`src/rtl/clock_pkg.sv`:
```
// Shared constants for the clock field counters: per-field modulo, value
// widths and the direction encoding used by the run-mode dir input.
package clock_pkg;

  localparam int SEC_MODULO     = 60;
  localparam int MIN_MODULO     = 60;
  localparam int HOUR24_MODULO  = 24;
  localparam int HOUR12_MODULO  = 12;

  localparam int SEC_BIT        = 6;
  localparam int MIN_BIT        = 6;
  localparam int HOUR_BIT       = 5;

  localparam logic DIR_UP       = 1'b0;
  localparam logic DIR_DOWN     = 1'b1;

endpackage

```
`src/rtl/mod_tick_counter.sv`:
```
// Modulo-P_MODULO field counter with run (up/down with carry), setting
// (adjust without carry) and parallel-load modes; one instance per clock field.
module mod_tick_counter
  import clock_pkg::*;
#(
  parameter int P_MODULO = 60,
  parameter int P_BIT    = 6,
  parameter int P_INIT   = 0
) (
  input  logic             clk,
  input  logic             reset,
  input  logic             en,
  input  logic             tick_in,
  input  logic             dir,
  input  logic             set_mode,
  input  logic             inc_req,
  input  logic             dec_req,
  input  logic             load,
  input  logic [P_BIT-1:0] load_val,
  output logic [P_BIT-1:0] value,
  output logic             carry_tick,
  output logic             at_term,
  output logic             load_err
);

  localparam logic [P_BIT-1:0] VAL_MAX  = P_BIT'(P_MODULO - 1);
  localparam logic [P_BIT-1:0] VAL_INIT = P_BIT'(P_INIT);
  localparam logic [P_BIT-1:0] VAL_ZERO = '0;
  localparam logic [P_BIT-1:0] VAL_ONE  = P_BIT'(1);

  logic [P_BIT-1:0] value_q, value_d;
  logic             carry_q, carry_d;
  logic             load_err_q, load_err_d;
  logic             at_max, at_zero, load_ok;
  logic [P_BIT-1:0] value_inc, value_dec;

  assign at_max    = (value_q == VAL_MAX);
  assign at_zero   = (value_q == VAL_ZERO);
  // Wrap on P_MODULO-1, never on the natural 2**P_BIT rollover.
  assign value_inc = at_max  ? VAL_ZERO : value_q + VAL_ONE;
  assign value_dec = at_zero ? VAL_MAX  : value_q - VAL_ONE;
  assign load_ok   = (32'(load_val) < P_MODULO);

  always_comb begin
    value_d    = value_q;
    carry_d    = 1'b0;
    load_err_d = 1'b0;
    if (load) begin
      if (load_ok) value_d    = load_val;
      else         load_err_d = 1'b1;
    end else if (en) begin
      if (set_mode) begin
        // Adjusting a field never carries into the next field.
        if (inc_req && !dec_req)      value_d = value_inc;
        else if (dec_req && !inc_req) value_d = value_dec;
      end else if (tick_in) begin
        if (dir == DIR_UP) begin
          value_d = value_inc;
          carry_d = at_max;
        end else begin
          value_d = value_dec;
          carry_d = at_zero;
        end
      end
    end
  end

  always_ff @(posedge clk) begin
    if (reset) begin
      value_q    <= VAL_INIT;
      carry_q    <= 1'b0;
      load_err_q <= 1'b0;
    end else begin
      value_q    <= value_d;
      carry_q    <= carry_d;
      load_err_q <= load_err_d;
    end
  end

  assign value      = value_q;
  assign carry_tick = carry_q;
  assign load_err   = load_err_q;
  assign at_term    = (dir == DIR_DOWN) ? at_zero : at_max;

endmodule

```
`config.mk`:
```
export PLATFORM = sky130hd
export DESIGN_NAME = mod_tick_counter
export DESIGN_NICKNAME = d
export VERILOG_FILES = /design/src/rtl/clock_pkg.sv /design/src/rtl/mod_tick_counter.sv
export SDC_FILE = /design/constraint.sdc
export NUM_CORES = 1
export LEC_CHECK = 0
export ABC_CLOCK_PERIOD_IN_PS = 2590
export CAP_MARGIN = 20
export CORE_UTILIZATION = 35
export CTS_CLUSTER_DIAMETER = 200
export DETAILED_ROUTE_END_ITERATION = 16
export HOLD_SLACK_MARGIN = 0.05
export PLACE_DENSITY = 0.73
export SETUP_SLACK_MARGIN = 0.05
export SLEW_MARGIN = 20
export SYNTH_ARGS = -nofsm -noshare
export SYNTH_HDL_FRONTEND = slang
export SYNTH_SLANG_ARGS = --single-unit
```
`constraint.sdc`:
```
create_clock -name clk -period 2.59 [get_ports clk]
set_clock_uncertainty 0.15 [all_clocks]
set_input_delay 0.6475 -clock clk [delete_from_list [all_inputs] [get_ports clk]]
set_output_delay 0.6475 -clock clk [all_outputs]
set_load 0.1 [all_outputs]
```
==> flow_summary_export.csv, run 1 <==
group,metric,value,unit
clock_network,postCtsHoldBufs,0,
run_status,run_status,"finished clean",
logic_synthesis,yosysSeqAreaShare,20.81,%
detailed_routing,via_per_inst,5.493,
critical_path,cpPeakStageDelay,0.41,ns
clock_network,cts.clk_slew.worst_paths,0.06,ns
layout,fillCellCount,198,
sta,hold_viol_final,0,
placed_design,dp_slack,-0.01916,ns
critical_path,cp_slowest_cell,"dfxtp_4",
logic_synthesis,netlist_area,769.5,um2
clock_network,root_buffer,"clkbuf_4",
floorplan,die_w,48.89,um
logic_synthesis,synth_cell_types,42,
logic_synthesis,ys_ff_latch,8,
layout,multi_input_area,550.5,um2
global_routing,grt_use_met2,28.24,%
sta,clock.fmax,0.4045,GHz
placed_design,gp_congestion,0.8614,
sta,worst_pin_slew,0.4566,ns
sta,maxSlewHeadroom,69.36,%
detailed_routing,first_pass_iters,4,
layout,n_antenna_cell,0,
pwr,peakVddDrop,233.0,uV
logic_synthesis,synth-main-ff-cell,"dfxtp_1",
logic_synthesis,syn_nets,113,
sta,period_share,95.46,%
layout,regArea,175.2,um2
global_routing,grtUsageTotal,17.64,%
floorplan,io_pins,24,
sta,drv_slew,0,
critical_path,crit_arrival,1.67,ns
logic_synthesis,async_flop_share,0,%
placed_design,post-dp-hpwl,1550,um
floorplan,die_h,48.89,um
sta,holdWs,0.3825,ns
pwr,power,0.5399,mW
sta,rsz0062_at_grt,"false",
floorplan,rows,16,
global_routing,grt_pass1_vias,699,
floorplan,fp.dieArea,2390,um2
critical_path,endpoint_kind,"primary output",
layout,fin_nets,141,
detailed_routing,wl,1977,um
clock_network,ctsLongestPathBuffers,2,
detailed_routing,detail-route-antenna-nets,0,
detailed_routing,vias,813,
detailed_routing,drt_iter0_markers,36,
placed_design,placed_area,1041,um2
critical_path,crit_fanout,8,
critical_path,required,1.79,ns
logic_synthesis,synthCells,94,
critical_path,path_class,"flop to primary output",
global_routing,antenna_found_initial,0,
clock_network,numCtsBuffers,3,
critical_path,crit_chain,"ha_4, nor2b_1, nand4_1, o21ai_4, buf_12",
pwr,leakage,0.4414,nW
clock_network,cts_sinks,8,
sta,period_needed,2.472,ns
global_routing,grtUsageMet1,21.99,%
global_routing,busiest_layer,"met2",
global_routing,overflow,0,
detailed_routing,drcViolationCount,0,
clock_network,cts_max_level,1,
floorplan,core,2022,um2
global_routing,gr-usage-met3,4.050,%
global_routing,grt_max_degree,13,
sta,setup_viol,0,
sta,worst_slack,0.1176,ns
logic_synthesis,yosysWarnings,0,
detailed_routing,wl_per_cell,13.36,um
floorplan,start_util,38.06,%
pwr,power_density,501.2,nW/um2
global_routing,grt_pass1_wl,3215,um
clock_network,tritoncts,"built",
job,cap_violations,0,
logic_synthesis,synth_edf_count,0,
logic_synthesis,synth.avg_cell_area,8.186,um2
layout,design_area,1077,um2
critical_path,cp-start-kind,"flop",
layout,drive_above_1_share,27.27,%
min_path,min-delay-path-class,"flop to flop",
placed_design,port_buffers,23,
layout,syn2layout_area_growth,40.00,%
clock_network,clock_latency,0.26,ns
-- worst paths after layout --
path              cells after the start     start        to  slack (ns)
setup / recovery                      5  value[0]   at_term        0.12
hold / removal                        2  value[1]  value[1]        0.38
setup reg to reg                      7  value[0]  value[2]        0.75
hold reg to reg                       2  value[1]  value[1]        0.38
-- cell usage after synthesis (2+ instances only) --
library cell	count	share of area, %
a21oi_1	4	2.6
a221o_1	2	2.6
a311oi_1	2	2.3
a31oi_1	2	1.6
buf_6	3	4.4
dfxtp_1	8	21
ha_1	4	6.5
inv_1	7	3.4
nand2_1	7	3.4
nand2b_1	3	2.4
nand3_1	2	1.3
nand3b_1	2	2.0
nor2_1	6	2.9
nor2b_1	3	2.4
nor3_1	4	2.6
o21ai_0	4	2.6
o41ai_1	2	2.3
xnor2_1	3	3.4
xor2_1	3	3.4
-- routing by layer --
layer	vias up	part of all wire [%]	wire, um
met4	0	2.8	55
li1	399	-	-
met5	-	0	0
met3	8	6.1	120
met2	33	48	945
met1	373	43	855
-- worst max-delay path, delay by kind of cell, from the launching register on --
| family | cells | cell delay, ns |
|---|---|---|
| fa+ha+maj | 1 | 0.17 |
| simple gates | 2 | 0.40 |
| buf+inv | 1 | 0.19 |
| compound gates | 1 | 0.24 |
| flops | 1 | 0.41 |
-- timing repair --
action | CTS | global route
setup endpoints to repair | 0 | 1
setup buffers | 0 | 1
resized for setup | 0 | 1
-- cell type report --
cell class	instances	share of cell area, %
timing repair buffer	29	24.62
multi-input combinational	73	51.10
sequential	8	16.26
clock buffer	4	2.439
inverter	7	2.439
tap	27	3.136
-- flip-flops by register name (all words and copies together), names as in the netlist --
| signal | cells |
|---|---|
| value | 6 |
| load_err | 1 |
| carry_tick | 1 |
-- logic make-up (layout without fill, tap and decap cells) --
kind of cell / count (synthesis) / after routing / synth area share, %
flip-flops: 8 / 8 / 20.81
adder cells (fa/ha/maj): 4 / 4 / 6.504
AO/OA/AOI/OAI: 27 / 27 / 27.16
AND/OR/NAND/NOR: 35 / 35 / 26.34
multiplexers: 1 / 1 / 1.301
XOR/XNOR: 6 / 6 / 6.831
buffers and inverters: 13 / 40 / 11.06
-- power breakdown --
| group | switching [mW] | total (mW) | internal (mW) |
|---|---|---|---|
| combinational | 0.162 | 0.268 | 0.106 |
| sequential | 0.0297 | 0.165 | 0.135 |
| clock | 0.0477 | 0.107 | 0.0592 |
-- cell usage in the layout (no fill, tap or decap), types with 3 or more instances in the layout --
master,Yosys,final
clkdlybuf4s50_1,0,14
buf_4,1,14
inv_1,7,7
nand2_1,7,7
nor2_1,6,6
a21oi_1,4,4
nor3_1,4,4
nand2b_1,3,3
xor2_1,3,3
o21ai_0,4,3
xnor2_1,3,3
ha_1,4,3
clkbuf_4,0,3
dfxtp_4,0,3
dfxtp_2,0,3
-- per-stage QoR --
step | setup TNS (ns) | cells | util (%)
3_3_place_gp | -0.03307 | 143 | 51.49
2_1_floorplan | 0 | 94 | -
6_report | 0 | 148 | 53.28
5_1_grt | 0 | 148 | 53.28
4_1_cts | 0 | 147 | 52.78
3_5_place_dp | -0.01916 | 143 | 51.49
Power figures use the tool's default switching activity.
==> run 2: changes to the inputs <==
CORE_MARGIN = 3   (was unset)
==> flow_summary_export.csv, run 2 (synthesis results as in run 1) <==
group,metric,value,unit
clock_network,cts_max_level,1,
global_routing,grtUsageMet1,19.63,%
layout,fillCellCount,187,
min_path,min-delay-path-class,"flop to flop",
detailed_routing,drcViolationCount,0,
layout,largest_reg_flops,6,
sta,rsz0062_at_grt,"false",
pwr,peakVddDrop,309.2,uV
pwr,power,0.5398,mW
clock_network,cts.clk_slew.worst_paths,0.07,ns
clock_network,postCtsHoldBufs,0,
pwr,power_density,497.6,nW/um2
global_routing,gr-usage-met3,3.944,%
critical_path,crit_fanout,8,
detailed_routing,vias,811,
sta,drv_slew,0,
job,cap_violations,0,
clock_network,cts_sinks,8,
critical_path,endpoint_kind,"primary output",
sta,period_needed,2.467,ns
sta,clock.fmax,0.4054,GHz
pwr,leakage,0.4442,nW
placed_design,post-dp-hpwl,1607,um
global_routing,busiest_layer,"met2",
global_routing,grt_pass1_wl,3443,um
placed_design,dp_slack,-0.02480,ns
floorplan,rows,16,
layout,final_cells,149,
critical_path,required,1.79,ns
layout,drive_above_1_share,27.87,%
detailed_routing,detail-route-antenna-nets,0,
detailed_routing,wl_per_cell,13.96,um
clock_network,numCtsBuffers,3,
clock_network,ctsLongestPathBuffers,2,
detailed_routing,via_per_inst,5.443,
layout,syn2layout_area_growth,40.98,%
layout,fin_nets,142,
clock_network,tritoncts,"built",
critical_path,crit_path_start,"value[0]",
critical_path,path_class,"flop to primary output",
critical_path,cp-start-kind,"flop",
critical_path,reg2regPathDepth,7,
layout,layout_commonest_cell,"buf_4",
clock_network,clock_latency,0.26,ns
global_routing,overflow,0,
floorplan,die_h,52.89,um
layout,regArea,175.2,um2
placed_design,gp_congestion,0.8761,
floorplan,core,2022,um2
sta,maxSlewHeadroom,57.59,%
clock_network,root_buffer,"clkbuf_4",
min_path,hold_depth,2,
detailed_routing,first_pass_iters,4,
placed_design,port_buffers,23,
floorplan,die_w,52.89,um
floorplan,io_pins,24,
detailed_routing,drt_iter0_markers,30,
critical_path,reg2reg_from,"value[0]",
min_path,hold_start,"value[1]",
critical_path,crit_arrival,1.67,ns
global_routing,grt_pass1_vias,728,
floorplan,fp.dieArea,2797,um2
run_status,run_status,"finished clean",
sta,hold_viol_final,0,
layout,mostFrequentLayoutCells,"15 x buf_4, 14 x clkdlybuf4s50_1, 7 x inv_1, 7 x nand2_1, 6 x nor2_1",
global_routing,antenna_found_initial,0,
placed_design,place_inst,143,
sta,worst_pin_slew,0.6319,ns
sta,fin_setup_tns,0,ns
sta,setup_viol,0,
global_routing,grt_use_met2,28.93,%
layout,n_antenna_cell,0,
layout,multi_input_area,550.5,um2
sta,holdWs,0.3755,ns
sta,period_share,95.24,%
global_routing,grtUsageTotal,16.87,%
floorplan,start_util,38.06,%
global_routing,grt_max_degree,12,
sta,worst_slack,0.1232,ns
detailed_routing,wl,2080,um
-- run 2: changes by cell type in the layout (fill, tap and decap cells not counted) --
cell   previous run  this run
buf_4            14        15
-- run 2: worst max-delay path, stage by stage, from the launching register on --
cell	delay (ns)
dfxtp_4	0.38
inv_1	0.11
ha_1	0.17
nor2b_1	0.17
and2_4	0.18
nand2_1	0.09
o21ai_4	0.10
buf_12	0.20
-- run 2: where the power goes --
part / switching (mW) / total [mW] / leakage, nW / internal, mW
combinational: 0.164 / 0.269 / 0.361 / 0.106
sequential: 0.0285 / 0.164 / 0.0687 / 0.135
clock: 0.0474 / 0.107 / 0.0150 / 0.0592
total: 0.240 / 0.540 / 0.444 / 0.300
-- run 2: repair_timing --
| item | CTS | global route |
|---|---|---|
| setup buffers | 0 | 2 |
| endpoints found under the setup margin | 0 | 1 |
| gates resized for setup | 0 | 1 |
-- run 2: area by class of cell --
cell class | instances | area share (%)
flip-flops and latches | 8 | 16.15
well taps | 27 | 3.114
repair buffers | 30 | 25.14
multi-input cells | 73 | 50.75
clock buffers | 4 | 2.422
inverters | 7 | 2.422
-- run 2: path summary, 6_finish.rpt --
kind / end / slack (ns)
worst max register to register: value[2] / 0.72
worst max-delay path: at_term / 0.12
worst min-delay path: value[1] / 0.38
worst min register to register: value[1] / 0.38
-- run 2: metal layers --
metal  vias up  part of all wire (%)
met3         2                   5.9
met5         -                     0
met4         0                   1.1
met2        26                    50
met1       382                    43
li1        401                     -
-- run 2: metrics by stage --
step / utilization (%) / instance area (um2)
floorplan: - / 808.3
global placement: 51.49 / 1041
detailed placement: 51.49 / 1041
CTS: 52.78 / 1067
global route: 53.65 / 1085
finish: 53.65 / 1085
